--- config.mk ---
export PLATFORM = sky130hd
export DESIGN_NAME = stim_sweep_gen
export DESIGN_NICKNAME = d
export VERILOG_FILES = /design/src/rtl/stim_sweep_gen.sv
export SDC_FILE = /design/constraint.sdc
export NUM_CORES = 1
export LEC_CHECK = 0
export CAP_MARGIN = 5
export CORE_MARGIN = 5
export CORE_UTILIZATION = 30
export CTS_CLUSTER_SIZE = 40
export DETAILED_ROUTE_END_ITERATION = 7
export RECOVER_POWER = 100
export SKIP_LAST_GASP = 1
export SLEW_MARGIN = 10
export SYNTH_ARGS = -nofsm -noshare
export SYNTH_HDL_FRONTEND = slang
export SYNTH_SLANG_ARGS = --single-unit
--- constraint.sdc ---
create_clock -name clk -period 1.9 [get_ports clk]
set_input_delay 0.285 -clock clk [delete_from_list [all_inputs] [get_ports clk]]
set_output_delay 0.285 -clock clk [all_outputs]
set_load 0.02 [all_outputs]
--- src/rtl/stim_sweep_gen.sv ---
// Exhaustive input sweep generator with a 16-bit MISR response compactor.
// Each input vector is held for HOLD cycles; the response is folded in on the last cycle of the hold.
module stim_sweep_gen #(
  parameter int          IN_W  = 6,
  parameter int          OUT_W = 3,
  parameter int          HOLD  = 10,
  parameter logic [15:0] POLY  = 16'h1021,
  parameter logic [15:0] SEED  = 16'hFFFF
) (
  input  logic             clk,
  input  logic             rst_n,
  input  logic             start,
  input  logic             abort,
  output logic [IN_W-1:0]  vec_out,
  output logic             vec_valid,
  input  logic [OUT_W-1:0] resp_in,
  output logic             busy,
  output logic             done,
  output logic [IN_W:0]    vec_count,
  output logic [15:0]      signature
);

  typedef enum logic [1:0] {S_IDLE, S_DRIVE, S_DONE} state_t;

  localparam logic [7:0]    HOLD_LAST = 8'(HOLD - 1);
  localparam logic [IN_W-1:0] VEC_ONE = 1;
  localparam logic [IN_W:0]   CNT_ONE = 1;

  state_t      state;
  logic [7:0]  hold_cnt;
  logic [15:0] resp_ext;
  logic [15:0] sig_next;
  logic        hold_end;
  logic        last_vec;

  always_comb begin
    resp_ext = '0;
    resp_ext[OUT_W-1:0] = resp_in;
    sig_next = {signature[14:0], 1'b0} ^ (signature[15] ? POLY : 16'h0000) ^ resp_ext;
    hold_end = (hold_cnt == HOLD_LAST);
    last_vec = &vec_out;
  end

  always_ff @(posedge clk) begin
    if (!rst_n) begin
      state     <= S_IDLE;
      hold_cnt  <= '0;
      vec_out   <= '0;
      vec_valid <= 1'b0;
      busy      <= 1'b0;
      done      <= 1'b0;
      vec_count <= '0;
      signature <= '0;
    end else begin
      case (state)
        S_IDLE, S_DONE: begin
          if (abort) begin
            // Results stay readable after an abort; only the level flags drop.
            state     <= S_IDLE;
            vec_out   <= '0;
            vec_valid <= 1'b0;
            busy      <= 1'b0;
            done      <= 1'b0;
          end else if (start) begin
            state     <= S_DRIVE;
            hold_cnt  <= '0;
            vec_out   <= '0;
            vec_valid <= 1'b1;
            busy      <= 1'b1;
            done      <= 1'b0;
            vec_count <= '0;
            signature <= SEED;
          end
        end
        S_DRIVE: begin
          if (abort) begin
            state     <= S_IDLE;
            vec_out   <= '0;
            vec_valid <= 1'b0;
            busy      <= 1'b0;
            done      <= 1'b0;
          end else if (hold_end) begin
            signature <= sig_next;
            vec_count <= vec_count + CNT_ONE;
            if (last_vec) begin
              state     <= S_DONE;
              vec_valid <= 1'b0;
              busy      <= 1'b0;
              done      <= 1'b1;
            end else begin
              vec_out  <= vec_out + VEC_ONE;
              hold_cnt <= '0;
            end
          end else begin
            hold_cnt <= hold_cnt + 8'd1;
          end
        end
        default: state <= S_IDLE;
      endcase
    end
  end

endmodule
==> impl_metrics.env, run 1 <==
export IMPL_status="complete, no violations"
export IMPL_finalInstanceArea_sq_um=2780
export IMPL_synth_seq_cells=41
export IMPL_skew_ns=0.00498
export IMPL_syn_cell_area_sq_um=2070
export IMPL_ys_async_sr_fraction_pct=0
export IMPL_worstPathRequired_ns=2.13
export IMPL_drc=0
export IMPL_rows=30
export IMPL_critPathKind="reg2reg"
export IMPL_max_slew_margin_pct=66.0
export IMPL_grtUsageMet1_pct=17.5
export IMPL_drtPass1Iterations=4
export IMPL_fin_crit_sh_pct=93.6
export IMPL_cts_tree="yes"
export IMPL_antenna_found_initial=0
export IMPL_final_hold_viol_count=0
export IMPL_start_util_pct=30.6
export IMPL_avgViaCountPerCell=5.45
export IMPL_hp_class="reg2reg"
export IMPL_max_freq_mhz=562
export IMPL_peakVddDrop_mv=0.250
export IMPL_setup_viol=0
export IMPL_placed_area_sq_um=2700
export IMPL_root_buffer="clkbuf_8"
export IMPL_dpl_hpwl_um=3810
export IMPL_wl_per_cell_um=14.9
export IMPL_io_pins=39
export IMPL_start_kind="flip-flop"
export IMPL_hold_depth=2
export IMPL_dieWidth_um=93.0
export IMPL_rsz0062_at_grt="false"
export IMPL_grt_pass1_vias=1855
export IMPL_wl_um=5230
export IMPL_coreArea_sq_um=6760
export IMPL_syn_num_nets=222
export IMPL_finalCriticalPeriod_ns=1.78
export IMPL_synth_warnings=0
export IMPL_vias=1913
export IMPL_busiest_layer="met2"
export IMPL_arrival_ns=2.00
export IMPL_clk_pin_slew_ns=0.08
export IMPL_layout_common_cells="dfxtp_1, dlygate4sd3_1, buf_4"
export IMPL_drive_gt1_share_pct=23.2
export IMPL_synth_cell_type_count=55
export IMPL_grt_overflow=0
export IMPL_antenna_left=0
export IMPL_syn_avg_cell_area_sq_um=9.79
export IMPL_fillers=675
export IMPL_cts_sinks=41
export IMPL_final_common_cell="dfxtp_1"
export IMPL_grt_use_met2_pct=19.3
export IMPL_r2r_cells=6
export IMPL_max_slew_worst_pin_slew_ns=0.510
export IMPL_numCtsBuffers=5
export IMPL_p_leak_uw=0.00106
export IMPL_grt_max_degree=21
export IMPL_final_max_slew_viol_count=0
export IMPL_layout_nets=281
export IMPL_grt_usage_pct=12.7
export IMPL_die_h_um=93.0
export IMPL_synth_edf_count=0
export IMPL_die_area_sq_um=8650
export IMPL_port_buffers=38
export IMPL_cts_hold_buf=0
export IMPL_worst_path_max_fanout=5
export IMPL_power_total_uw=1710
export IMPL_diodes=0
export IMPL_ys_flop_type="dfxtp_1"
export IMPL_yosysSeqAreaShare_pct=39.7
export IMPL_maxCapViolCount=0
export IMPL_clkLatencyLatePin_ns=0.29
export IMPL_grtUsageMet3_pct=3.70
export IMPL_gp_congestion=0.802
export IMPL_htree_levels=2
export IMPL_cts_buffer_depth=2
export IMPL_fin_tns_setup_ns=0
export IMPL_regArea_sq_um=821
export IMPL_syn_inst=211
export IMPL_grt_pass1_wl_um=8980
export IMPL_end_kind="flip-flop"
export IMPL_p_per_area_nw_per_um2=617
export IMPL_syn_to_final_growth_pct=34.5
export IMPL_multi_input_area_sq_um=1140
export IMPL_drt_iter0_drc=65
==> sequential cells by signal, summed over array words and instances, names as in the netlist <==
name       flops
signature     16
vec_out        6
done           1
hold_cnt       8
state          2
busy           1
vec_count      7
==> through the flow <==
stage	hold WS [ns]	setup WS [ns]	util, %	std cells
4_1_cts	0.470	0.0399	41.2	351
2_1_floorplan	0.458	0.150	-	211
3_3_place_gp	0.458	-0.0427	39.9	343
3_5_place_dp	0.459	-0.118	39.9	343
6_report	0.463	0.121	41.1	351
5_1_grt	0.508	0.00288	41.1	351
==> repair_timing <==
action / in CTS / in global routing
buffers inserted: 0 / 0
gates resized for setup: 0 / 2
setup endpoints to repair: 0 / 2
==> critical path: stages (launching register included) <==
cell and delay, ns:
dfxtp_1 0.39, ha_1 0.20, nand4bb_1 0.13, or3_1 0.45, a21oi_4 0.21, buf_4 0.16
mux2i_1 0.17
==> synthesized netlist by cell type (3+ instances only) <==
cell / n / share of area [%]
inv_1: 6 / 1.1
nand2_1: 12 / 2.2
buf_6: 3 / 1.6
and3_1: 7 / 2.1
ha_1: 4 / 2.4
a21oi_1: 9 / 2.2
nand4_1: 3 / 0.91
xor2_1: 5 / 2.1
o221a_2: 17 / 9.3
nand2b_1: 8 / 2.4
clkbuf_1: 6 / 1.1
mux2i_1: 3 / 1.5
nor3_1: 5 / 1.2
o21ai_0: 11 / 2.7
nor2b_1: 4 / 1.2
nor2_1: 3 / 0.55
dfxtp_1: 41 / 40
a311oi_1: 5 / 2.1
a41oi_1: 3 / 1.3
nand3_1: 8 / 1.9
a211oi_1: 4 / 1.5
==> cells by family (layout without fill, tap and decap cells) <==
| logic type | Yosys count | in the layout | synth area share [%] |
|---|---|---|---|
| XOR/XNOR | 5 | 5 | 2.12 |
| buffers and inverters | 20 | 80 | 5.21 |
| AO/OA/AOI/OAI | 72 | 72 | 29.0 |
| AND/OR/NAND/NOR | 66 | 66 | 20.0 |
| flip-flops | 41 | 41 | 39.7 |
| adder cells (fa/ha/maj) | 4 | 4 | 2.42 |
| multiplexers | 3 | 3 | 1.45 |
==> final timing paths <==
check | start | slack (ns) | end
worst max-delay path | hold_cnt[0] | 0.12 | vec_count[1]
worst min-delay path | done | 0.46 | done
worst max register to register | hold_cnt[0] | 0.12 | vec_count[1]
worst min register to register | done | 0.46 | done
==> power by group <==
part           internal (uW)  leakage [uW]  switching (uW)  total, uW
clock                    254     0.0000439             312        566
sequential               888      0.000334            25.3        914
combinational            116      0.000683             118        234
==> final cells by class <==
class,count,area share [%]
clock buffers,5,2.48
clock inverters,3,0.631
repair buffers,66,21.8
well taps,80,3.60
multi-input cells,150,41.1
flip-flops and latches,41,29.5
inverters,6,0.811
==> layer usage <==
metal / vias up / part of all wire, %
li1: 942 / -
met1: 920 / 50
met2: 43 / 43
met5: - / 0
met3: 8 / 5.2
met4: 0 / 1.3
Power figures use the tool's default switching activity.
==> run 2: changes to the inputs <==
CTS_CLUSTER_DIAMETER = 200   (was unset)
==> results of run 2 <==
Final layout, timing and power as in run 1 (identical DEF).
==> run 3: changes to the inputs <==
CTS_BUF_LIST = sky130_fd_sc_hd__clkbuf_16   (was unset)
clock period = 2 ns   (was 1.9 ns; I/O delays follow)
==> impl_metrics.env, run 3 (synthesis results as in run 1) <==
export IMPL_grt_overflow=0
export IMPL_dpl_hpwl_um=3760
export IMPL_hp_class="reg2reg"
export IMPL_dieWidth_um=93.0
export IMPL_peakVddDrop_mv=0.417
export IMPL_grt_max_degree=25
export IMPL_clkLatencyLatePin_ns=0.28
export IMPL_final_common_cell="dfxtp_1"
export IMPL_grtUsageMet3_pct=4.42
export IMPL_cts_tree="yes"
export IMPL_pre_cts_ws_ns=0.0767
export IMPL_max_freq_mhz=529
export IMPL_worst_path_largest_cell_delay_ns=0.45
export IMPL_coreArea_sq_um=6760
export IMPL_rows=30
export IMPL_cts_buffer_depth=2
export IMPL_whs_ns=0.461
export IMPL_die_area_sq_um=8650
export IMPL_rsz0062_at_grt="false"
export IMPL_drt_iter0_drc=108
export IMPL_avgViaCountPerCell=5.47
export IMPL_largest_reg_flops=16
export IMPL_numCtsBuffers=5
export IMPL_fin_crit_sh_pct=94.4
export IMPL_worst_path_max_fanout=16
export IMPL_busiest_layer="met2"
export IMPL_wl_per_cell_um=15.1
export IMPL_root_buffer="clkbuf_16"
export IMPL_drive_gt1_share_pct=20.8
export IMPL_htree_levels=2
export IMPL_layout_nets=276
export IMPL_max_slew_worst_pin_slew_ns=0.525
export IMPL_status="complete, no violations"
export IMPL_max_slew_margin_pct=64.9
export IMPL_clk_pin_slew_ns=0.06
export IMPL_p_leak_uw=0.00106
export IMPL_largest_register="signature"
export IMPL_post_route_worst_setup_slack_ns=0.111
export IMPL_io_pins=39
export IMPL_cts_hold_buf=0
export IMPL_finalCriticalPeriod_ns=1.89
export IMPL_syn_to_final_growth_pct=34.8
export IMPL_critPathKind="reg2reg"
export IMPL_reg_top3="signature: 16 flops, hold_cnt: 8 flops, vec_count: 7 flops"
export IMPL_arrival_ns=2.11
export IMPL_start_util_pct=30.6
export IMPL_p_per_area_nw_per_um2=708
export IMPL_antenna_left=0
export IMPL_fillers=671
export IMPL_start_kind="flip-flop"
export IMPL_crit_buf_inv=1
export IMPL_port_buffers=38
export IMPL_grt_use_met2_pct=19.9
export IMPL_path_cells="ha_1 -> nand4bb_1 -> or3_1 -> a21oi_4 -> clkbuf_4 -> o221a_2"
export IMPL_path_delay_family="simple AND/OR/NAND/NOR gates"
export IMPL_grtUsageMet1_pct=17.8
export IMPL_drc=0
export IMPL_end_kind="flip-flop"
export IMPL_maxCapViolCount=0
export IMPL_final_hold_viol_count=0
export IMPL_cp_slowest_cell="or3_1"
export IMPL_worstPathRequired_ns=2.22
export IMPL_final_max_slew_viol_count=0
export IMPL_wl_um=5220
export IMPL_die_h_um=93.0
export IMPL_grt_pass1_vias=1824
export IMPL_diodes=0
export IMPL_skew_ns=0.00561
export IMPL_antenna_found_initial=0
export IMPL_fin_tns_setup_ns=0
export IMPL_gp_congestion=0.791
export IMPL_layout_common_cells="dfxtp_1, dlygate4sd3_1, buf_4"
export IMPL_grt_pass1_wl_um=9110
export IMPL_drtPass1Iterations=4
export IMPL_power_total_uw=1970
export IMPL_grt_usage_pct=13.1
export IMPL_vias=1886
export IMPL_cts_sinks=41
export IMPL_setup_viol=0
## run 3: cell types whose count changed in the layout (fill, tap and decap cells not counted), moves of 2 or more
cell,change
clkbuf_8,-5
clkbuf_4,+2
buf_12,-2
clkbuf_16,+5
buf_4,-5
## run 3: final timing paths
check              startpoint            end  slack, ns  cells after the start
setup / recovery  hold_cnt[0]  signature[10]       0.11                      6
hold / removal           done           done       0.46                      2
setup reg to reg  hold_cnt[0]  signature[10]       0.11                      6
hold reg to reg          done           done       0.46                      2
## run 3: power breakdown
part           switching [uW]  internal, uW
Clock                     306           579
Sequential               25.6           846
Combinational             110           105
Total                     442          1530
## run 3: area by class of cell
cell class                 instances  area (sq um)  area share (%)
multi-input combinational        150          1140            40.8
tap                               80           100            3.60
inverter                           6          22.5           0.809
clock inverter                     2          35.0            1.26
clock buffer                       5           125            4.49
timing repair buffer              61           544            19.6
sequential                        41           821            29.5
## run 3: worst min-delay path: stages (launching register included)
cell and delay, ns:
dfxtp_1 0.31, nand2_1 0.05, o2bb2ai_1 0.06
## run 3: routing by layer
layer  vias up  share of wire [%]
met3         4                6.5
met4         0                1.1
li1        935                  -
met5         -                  0
met2        54                 45
met1       893                 48
## run 3: repair_timing
| item | in CTS | in global routing |
|---|---|---|
| resized for setup | 0 | 1 |
| setup buffers | 0 | 0 |
| endpoints found under the setup margin | 0 | 1 |
| endpoints found under the hold margin | 0 | 0 |
## run 3: through the flow
step,area (sq um),util (%),instances
global placement,2650,39.2,338
finish,2780,41.2,345
detailed placement,2650,39.2,338
floorplan,2070,-,211
global route,2780,41.2,345
CTS,2810,41.5,345
